`src/rtl/writeback_stage_pkg.sv`:
```
// -----------------------------------------------------------------------------
// writeback_stage_pkg
// Shared definitions for the writeback stage: register/data widths, the
// result-source encodings carried on inSel, the load funct3 codes understood
// by the load formatter, and the writeback state type.
// -----------------------------------------------------------------------------
package writeback_stage_pkg;

  localparam int REG_W  = 5;
  localparam int DATA_W = 32;

  // Result source selection presented by the memory stage
  localparam logic [1:0] SEL_ALU  = 2'd0;
  localparam logic [1:0] SEL_LOAD = 2'd1;
  localparam logic [1:0] SEL_PC4  = 2'd2;
  localparam logic [1:0] SEL_NONE = 2'd3;

  // Load width/sign codes (RISC-V funct3)
  localparam logic [2:0] F3_LB  = 3'b000;
  localparam logic [2:0] F3_LH  = 3'b001;
  localparam logic [2:0] F3_LW  = 3'b010;
  localparam logic [2:0] F3_LBU = 3'b100;
  localparam logic [2:0] F3_LHU = 3'b101;

  typedef enum logic {
    ST_IDLE,
    ST_WRITE
  } wbState_e;

endpackage

```
`src/rtl/writeback_stage_load_extend.sv`:
```
// -----------------------------------------------------------------------------
// load_extend
// Purely combinational load formatter. Picks the addressed byte or halfword
// out of the aligned memory word and sign- or zero-extends it to 32 bits.
// Ports:
//   i_loadData   - raw aligned memory word
//   i_loadFunct3 - load type (LB/LH/LW/LBU/LHU); anything else yields 0
//   i_loadOffset - byte address bits [1:0]
//   o_result     - formatted 32-bit register value
// -----------------------------------------------------------------------------
module load_extend
  import writeback_stage_pkg::*;
(
  input  logic [DATA_W-1:0] i_loadData,
  input  logic [2:0]        i_loadFunct3,
  input  logic [1:0]        i_loadOffset,
  output logic [DATA_W-1:0] o_result
);

  logic [7:0]  w_byte;
  logic [15:0] w_half;

  // Lane selection. The halfword only looks at offset bit 1, so an odd
  // halfword offset silently reads the enclosing aligned halfword; alignment
  // faults are the job of an earlier stage.
  always_comb begin
    w_byte = 8'h00;
    case (i_loadOffset)
      2'd0: w_byte = i_loadData[7:0];
      2'd1: w_byte = i_loadData[15:8];
      2'd2: w_byte = i_loadData[23:16];
      2'd3: w_byte = i_loadData[31:24];
      default: w_byte = 8'h00;
    endcase
    w_half = i_loadOffset[1] ? i_loadData[31:16] : i_loadData[15:0];
  end

  // Extension according to the load type; unsupported codes write zero so
  // the register file never sees stale or undefined data.
  always_comb begin
    o_result = '0;
    case (i_loadFunct3)
      F3_LB:   o_result = {{24{w_byte[7]}}, w_byte};
      F3_LH:   o_result = {{16{w_half[15]}}, w_half};
      F3_LW:   o_result = i_loadData;
      F3_LBU:  o_result = {24'h000000, w_byte};
      F3_LHU:  o_result = {16'h0000, w_half};
      default: o_result = '0;
    endcase
  end

endmodule

```
`src/rtl/writeback_stage.sv`:
```
// -----------------------------------------------------------------------------
// writeback_stage
// Final pipeline stage. Accepts one completed instruction per inValid/inReady
// handshake, formats the result and holds a register file write until the
// register file acknowledges it with writeBackComplete. A write that is not
// acknowledged within TIMEOUT_CYCLES cycles is dropped and flags timeoutErr.
// Ports:
//   clock, reset        - rising-edge clock, async active-high reset
//   inValid / inReady   - handshake with the memory stage
//   inRd, inSel         - destination register and result source
//   aluResult, pcPlus4, loadData, loadFunct3, loadOffset - result operands
//   writeEnable/Addr/Data - register file write port (held until complete)
//   writeBackComplete   - register file acknowledge
//   fwdValid            - writeAddr/writeData usable for forwarding
//   retiredCount        - retired instruction counter (wraps)
//   timeoutErr          - sticky timeout flag
// -----------------------------------------------------------------------------
module writeback_stage
  import writeback_stage_pkg::*;
#(
  parameter int TIMEOUT_CYCLES = 16,
  parameter int CNT_W          = 32
) (
  input  logic              clock,
  input  logic              reset,
  input  logic              inValid,
  output logic              inReady,
  input  logic [REG_W-1:0]  inRd,
  input  logic [1:0]        inSel,
  input  logic [DATA_W-1:0] aluResult,
  input  logic [DATA_W-1:0] pcPlus4,
  input  logic [DATA_W-1:0] loadData,
  input  logic [2:0]        loadFunct3,
  input  logic [1:0]        loadOffset,
  output logic              writeEnable,
  output logic [REG_W-1:0]  writeAddr,
  output logic [DATA_W-1:0] writeData,
  input  logic              writeBackComplete,
  output logic              fwdValid,
  output logic [CNT_W-1:0]  retiredCount,
  output logic              timeoutErr
);

  localparam int TO_W = (TIMEOUT_CYCLES > 2) ? $clog2(TIMEOUT_CYCLES) : 1;
  localparam logic [TO_W-1:0] TO_LAST = TO_W'(TIMEOUT_CYCLES - 1);

  wbState_e          r_state;
  logic [TO_W-1:0]   r_toCnt;

  logic              w_accept;
  logic              w_noWrite;
  logic              w_complete;
  logic              w_timeout;
  logic [DATA_W-1:0] w_loadResult;
  logic [DATA_W-1:0] w_result;
  logic [CNT_W-1:0]  w_retireInc;

  load_extend u_loadExtend (
    .i_loadData   (loadData),
    .i_loadFunct3 (loadFunct3),
    .i_loadOffset (loadOffset),
    .o_result     (w_loadResult)
  );

  // Ready is combinational on the acknowledge so that a new write can be
  // loaded on the very edge the previous one completes, keeping writeEnable
  // high continuously across back-to-back writes.
  assign inReady    = (r_state == ST_IDLE) || writeBackComplete;
  assign w_accept   = inValid && inReady;
  assign w_noWrite  = (inSel == SEL_NONE) || (inRd == '0);
  assign w_complete = (r_state == ST_WRITE) && writeBackComplete;
  assign w_timeout  = (r_state == ST_WRITE) && !writeBackComplete && (r_toCnt == TO_LAST);

  // Up to two instructions can retire on one edge: the write that completes
  // and a no-write instruction accepted alongside it.
  assign w_retireInc = CNT_W'(w_complete) + CNT_W'(w_accept && w_noWrite);

  // Result source multiplexer; SEL_NONE never reaches the register file.
  always_comb begin
    w_result = '0;
    case (inSel)
      SEL_ALU:  w_result = aluResult;
      SEL_LOAD: w_result = w_loadResult;
      SEL_PC4:  w_result = pcPlus4;
      default:  w_result = '0;
    endcase
  end

  // Writeback FSM with registered write-port outputs. IDLE waits for an
  // instruction that actually writes; WRITE holds the port until the register
  // file acknowledges or the wait budget runs out. Reset drops any pending
  // write on the spot.
  always_ff @(posedge clock or posedge reset) begin
    if (reset) begin
      r_state      <= ST_IDLE;
      r_toCnt      <= '0;
      writeEnable  <= 1'b0;
      writeAddr    <= '0;
      writeData    <= '0;
      fwdValid     <= 1'b0;
      retiredCount <= '0;
      timeoutErr   <= 1'b0;
    end else begin
      retiredCount <= retiredCount + w_retireInc;
      case (r_state)
        ST_IDLE: begin
          if (w_accept && !w_noWrite) begin
            writeAddr   <= inRd;
            writeData   <= w_result;
            writeEnable <= 1'b1;
            fwdValid    <= 1'b1;
            r_toCnt     <= '0;
            r_state     <= ST_WRITE;
          end
        end
        ST_WRITE: begin
          if (w_complete) begin
            r_toCnt <= '0;
            if (w_accept && !w_noWrite) begin
              writeAddr <= inRd;
              writeData <= w_result;
            end else begin
              writeEnable <= 1'b0;
              fwdValid    <= 1'b0;
              r_state     <= ST_IDLE;
            end
          end else if (w_timeout) begin
            writeEnable <= 1'b0;
            fwdValid    <= 1'b0;
            timeoutErr  <= 1'b1;
            r_toCnt     <= '0;
            r_state     <= ST_IDLE;
          end else begin
            r_toCnt <= r_toCnt + TO_W'(1);
          end
        end
        default: begin
          r_state     <= ST_IDLE;
          writeEnable <= 1'b0;
          fwdValid    <= 1'b0;
        end
      endcase
    end
  end

endmodule

```
`config.mk`:
```
export PLATFORM = sky130hd
export DESIGN_NAME = writeback_stage
export DESIGN_NICKNAME = d
export VERILOG_FILES = /design/src/rtl/writeback_stage_pkg.sv /design/src/rtl/writeback_stage_load_extend.sv /design/src/rtl/writeback_stage.sv
export SDC_FILE = /design/constraint.sdc
export NUM_CORES = 1
export LEC_CHECK = 0
export ABC_CLOCK_PERIOD_IN_PS = 2100
export CAP_MARGIN = 10
export CORE_ASPECT_RATIO = 0.9
export CORE_MARGIN = 5
export CORE_UTILIZATION = 40
export CTS_CLUSTER_SIZE = 14
export DETAILED_ROUTE_END_ITERATION = 16
export MAX_ROUTING_LAYER = met4
export PLACE_DENSITY = 0.82
export SYNTH_ARGS = -nofsm -noshare
export SYNTH_HDL_FRONTEND = slang
export SYNTH_SLANG_ARGS = --single-unit
```
`constraint.sdc`:
```
create_clock -name clock -period 2.1 [get_ports clock]
set_input_delay 0.315 -clock clock [delete_from_list [all_inputs] [get_ports clock]]
set_output_delay 0.315 -clock clock [all_outputs]
set_load 0.01 [all_outputs]
```
==> flow_summary.toml <==
[worst_setup_path]
cp-start-kind = "input port"
reg2reg_depth = 8
r2r-start = "r_state"
crit_slowest_cell = "clkdlybuf4s50_1"
cp-end-kind = "flop"
reg2reg_to = "retiredCount[10]"
crit_required_ns = 2.31
criticalPathCategory = "input port to flop"
worst-endpoint-arrival_ns = 2.26
path_cells = "clkdlybuf4s50_1, inv_1, a21oi_1, nor3_2, fa_2, ha_4, buf_6, and3_4, buf_4, xor2_1"
cp_max_fo = 4
timing.reg2reg.setup_slack_ns = 0.10
critPathMaxStageDelay_ns = 0.48
critical_path_buf_inv_count = 4
crit_family = "buffers and inverters"

[clock_network]
cts_root_buf = "clkbuf_16"
clkLatencyLatePin_ns = 0.33
htree_levels = 3
cts.sinks = 76
cts.path.max_buffers = 2
cts_tree = "built"
clkTransAtPathRegs_ns = 0.06
numCtsBuffers = 9

[sta]
maxSlewHeadroom = 0.669
fmax_mhz = 487
worstMarginPinSlew_ns = 0.496
clock_skew_ns = 0.00553
post-route-period-util = 0.977
hold_violations = 0
period_needed_ns = 2.05
setup_viol = 0
maxSlewViolCount = 0

[route]
drt_iter0_drc = 324
ant_nets = 0
wl_per_cell_um = 19.6
viasPerCell = 5.60
dr.pass1.iters = 4
routed_wl_um = 16100
routed-via-count = 4588
drc = 0

[global_routing]
gr-total-overflow = 0
antenna_found_initial = 0
grt_usage = 0.243
grt_first_pass_wirelength_um = 25700
grt_pass1_vias = 4907
grt_max_degree = 77

[pwr]
ir_worst_vdd_v = 0.000411
total_power_uw = 5230
leakagePower_uw = 0.00286
cellPowerDensity_nw_per_um2 = 728

[yosys]
yosysTopAreaCell = "dfrtp_1"
yosysWarnings = 0
synth_ff_type = "dfrtp_1"
netlist_top_cells_area = "dfrtp_1, mux4_2, a31oi_1"
synth-seq-cells = 76
seq_area_frac_synth = 0.421
ys_types = 50
synth_area_um2 = 4520
synth_top_area_frac = 0.421
ys_async_sr_fraction = 1.00
synth_edf_count = 0
syn_area_per_cell_um2 = 9.67
postSynthNetCount = 582
synth_cells = 467

[hold_path]
hp-class = "input port to flop"
min_to = "writeAddr[0]"
min_from = "inRd[0]"
whs_path_depth = 2

[die]
core_um2 = 10900
die_x_um = 122
die-area_um2 = 13500
fp-row-count = 36
io_pins = 185
initial_core_util = 0.413
die_y_um = 111

[finish]
finalNetCount = 779
drive_above_1_share = 0.130
fin_cells = 820
n_antenna_cell = 0
area_growth_pct = 59.1
layout_commonest_cell = "clkdlybuf4s50_1"
layout_common_cells = "clkdlybuf4s50_1, dfrtp_1, nand2_1, nor2_1"

[run]
maxCapViolations = 0

[placed_design]
dp_cells = 804
gp_congestion = 0.916
dp_hpwl_um = 12200
port_buffers = 184

[run_status]
status = "completed"
[stage by stage]
| step | worst slack (ns) | hold slack [ns] | setup TNS, ns | util | instance area [µm²] |
|---|---|---|---|---|---|
| 2_1_floorplan | 0.00250 | 0.450 | 0 | - | 4520 |
| 3_3_place_gp | -0.488 | 0.462 | -12.19 | 0.616 | 6740 |
| 3_5_place_dp | -0.627 | 0.463 | -16.15 | 0.616 | 6740 |
| 4_1_cts | 0.00699 | 0.392 | 0 | 0.654 | 7160 |
| 5_1_grt | -0.0364 | 0.399 | -0.0658 | 0.657 | 7190 |
| 6_report | 0.0480 | 0.401 | 0 | 0.657 | 7190 |
[cell usage after synthesis, types with 7 or more instances]
master and instances:
inv_1 7, and2_1 7, nand4_1 8, and4_1 7, nor2b_1 25, buf_2 11
a31oi_1 27, nand3_1 15, nand2_1 38, nor2_1 36, a21oi_1 22, xnor2_1 19
xor2_1 12, clkbuf_1 16, o2bb2ai_1 7, dfrtp_1 76, o22a_1 16, o32ai_1 17
mux2i_1 9, o21ai_0 11, o21a_1 8, mux4_2 8
[cell type report]
class                      instances  area [µm²]
inverter                           8        33.8
sequential                        76        1900
clock buffer                      10         239
timing repair buffer             219        2170
multi-input combinational        350        2540
clock inverter                     5         108
tap                              152         190
fill                             853        3760
[logic make-up (layout without fill, tap and decap cells)]
kind of cell	count (synthesis)	in the layout	synth area share
simple gates	161	161	0.185
mux	23	23	0.0748
flops	76	76	0.421
compound gates	132	132	0.209
buf+inv	41	242	0.0396
fa+ha+maj	3	3	0.00997
xor+xnor	31	31	0.0601
[per-layer routing]
layer,vias to the layer above,track usage,routed length [µm]
met5,-,-,0
met4,0,0.0904,512
met3,38,0.0495,1150
met2,180,0.390,7840
met1,2244,0.303,6560
li1,2126,-,-
[state kept, by name (all words and copies together) (netlist names)]
register,count
fwdValid,1
writeAddr,5
retiredCount,32
writeData,32
timeoutErr,1
r_state,1
r_toCnt,4
[power by group]
group	internal, µW	switching [µW]
registers	1680	207
logic	885	646
clock network	1200	616
[repair_timing]
action	CTS	global route
gates cloned	0	0
hold endpoints to repair	0	0
buffers inserted	1	0
gates resized for setup	18	5
endpoints found under the setup margin	27	22
pin swaps	8	7
hold buffers	0	0
[worst max path at each step]
stage / from / depth (start not counted) / slack (ns) / end
after floorplan: inRd[3] / 8 / 0.003 / retiredCount[18]
after global placement: inRd[3] / 9 / -0.49 / retiredCount[30]
after detailed placement: inRd[3] / 9 / -0.63 / retiredCount[26]
after CTS: inRd[2] / 10 / 0.007 / retiredCount[10]
after global routing: inRd[3] / 11 / -0.04 / retiredCount[19]
final: inRd[2] / 10 / 0.05 / retiredCount[10]
Note: power is estimated with default switching activity, not from simulation.
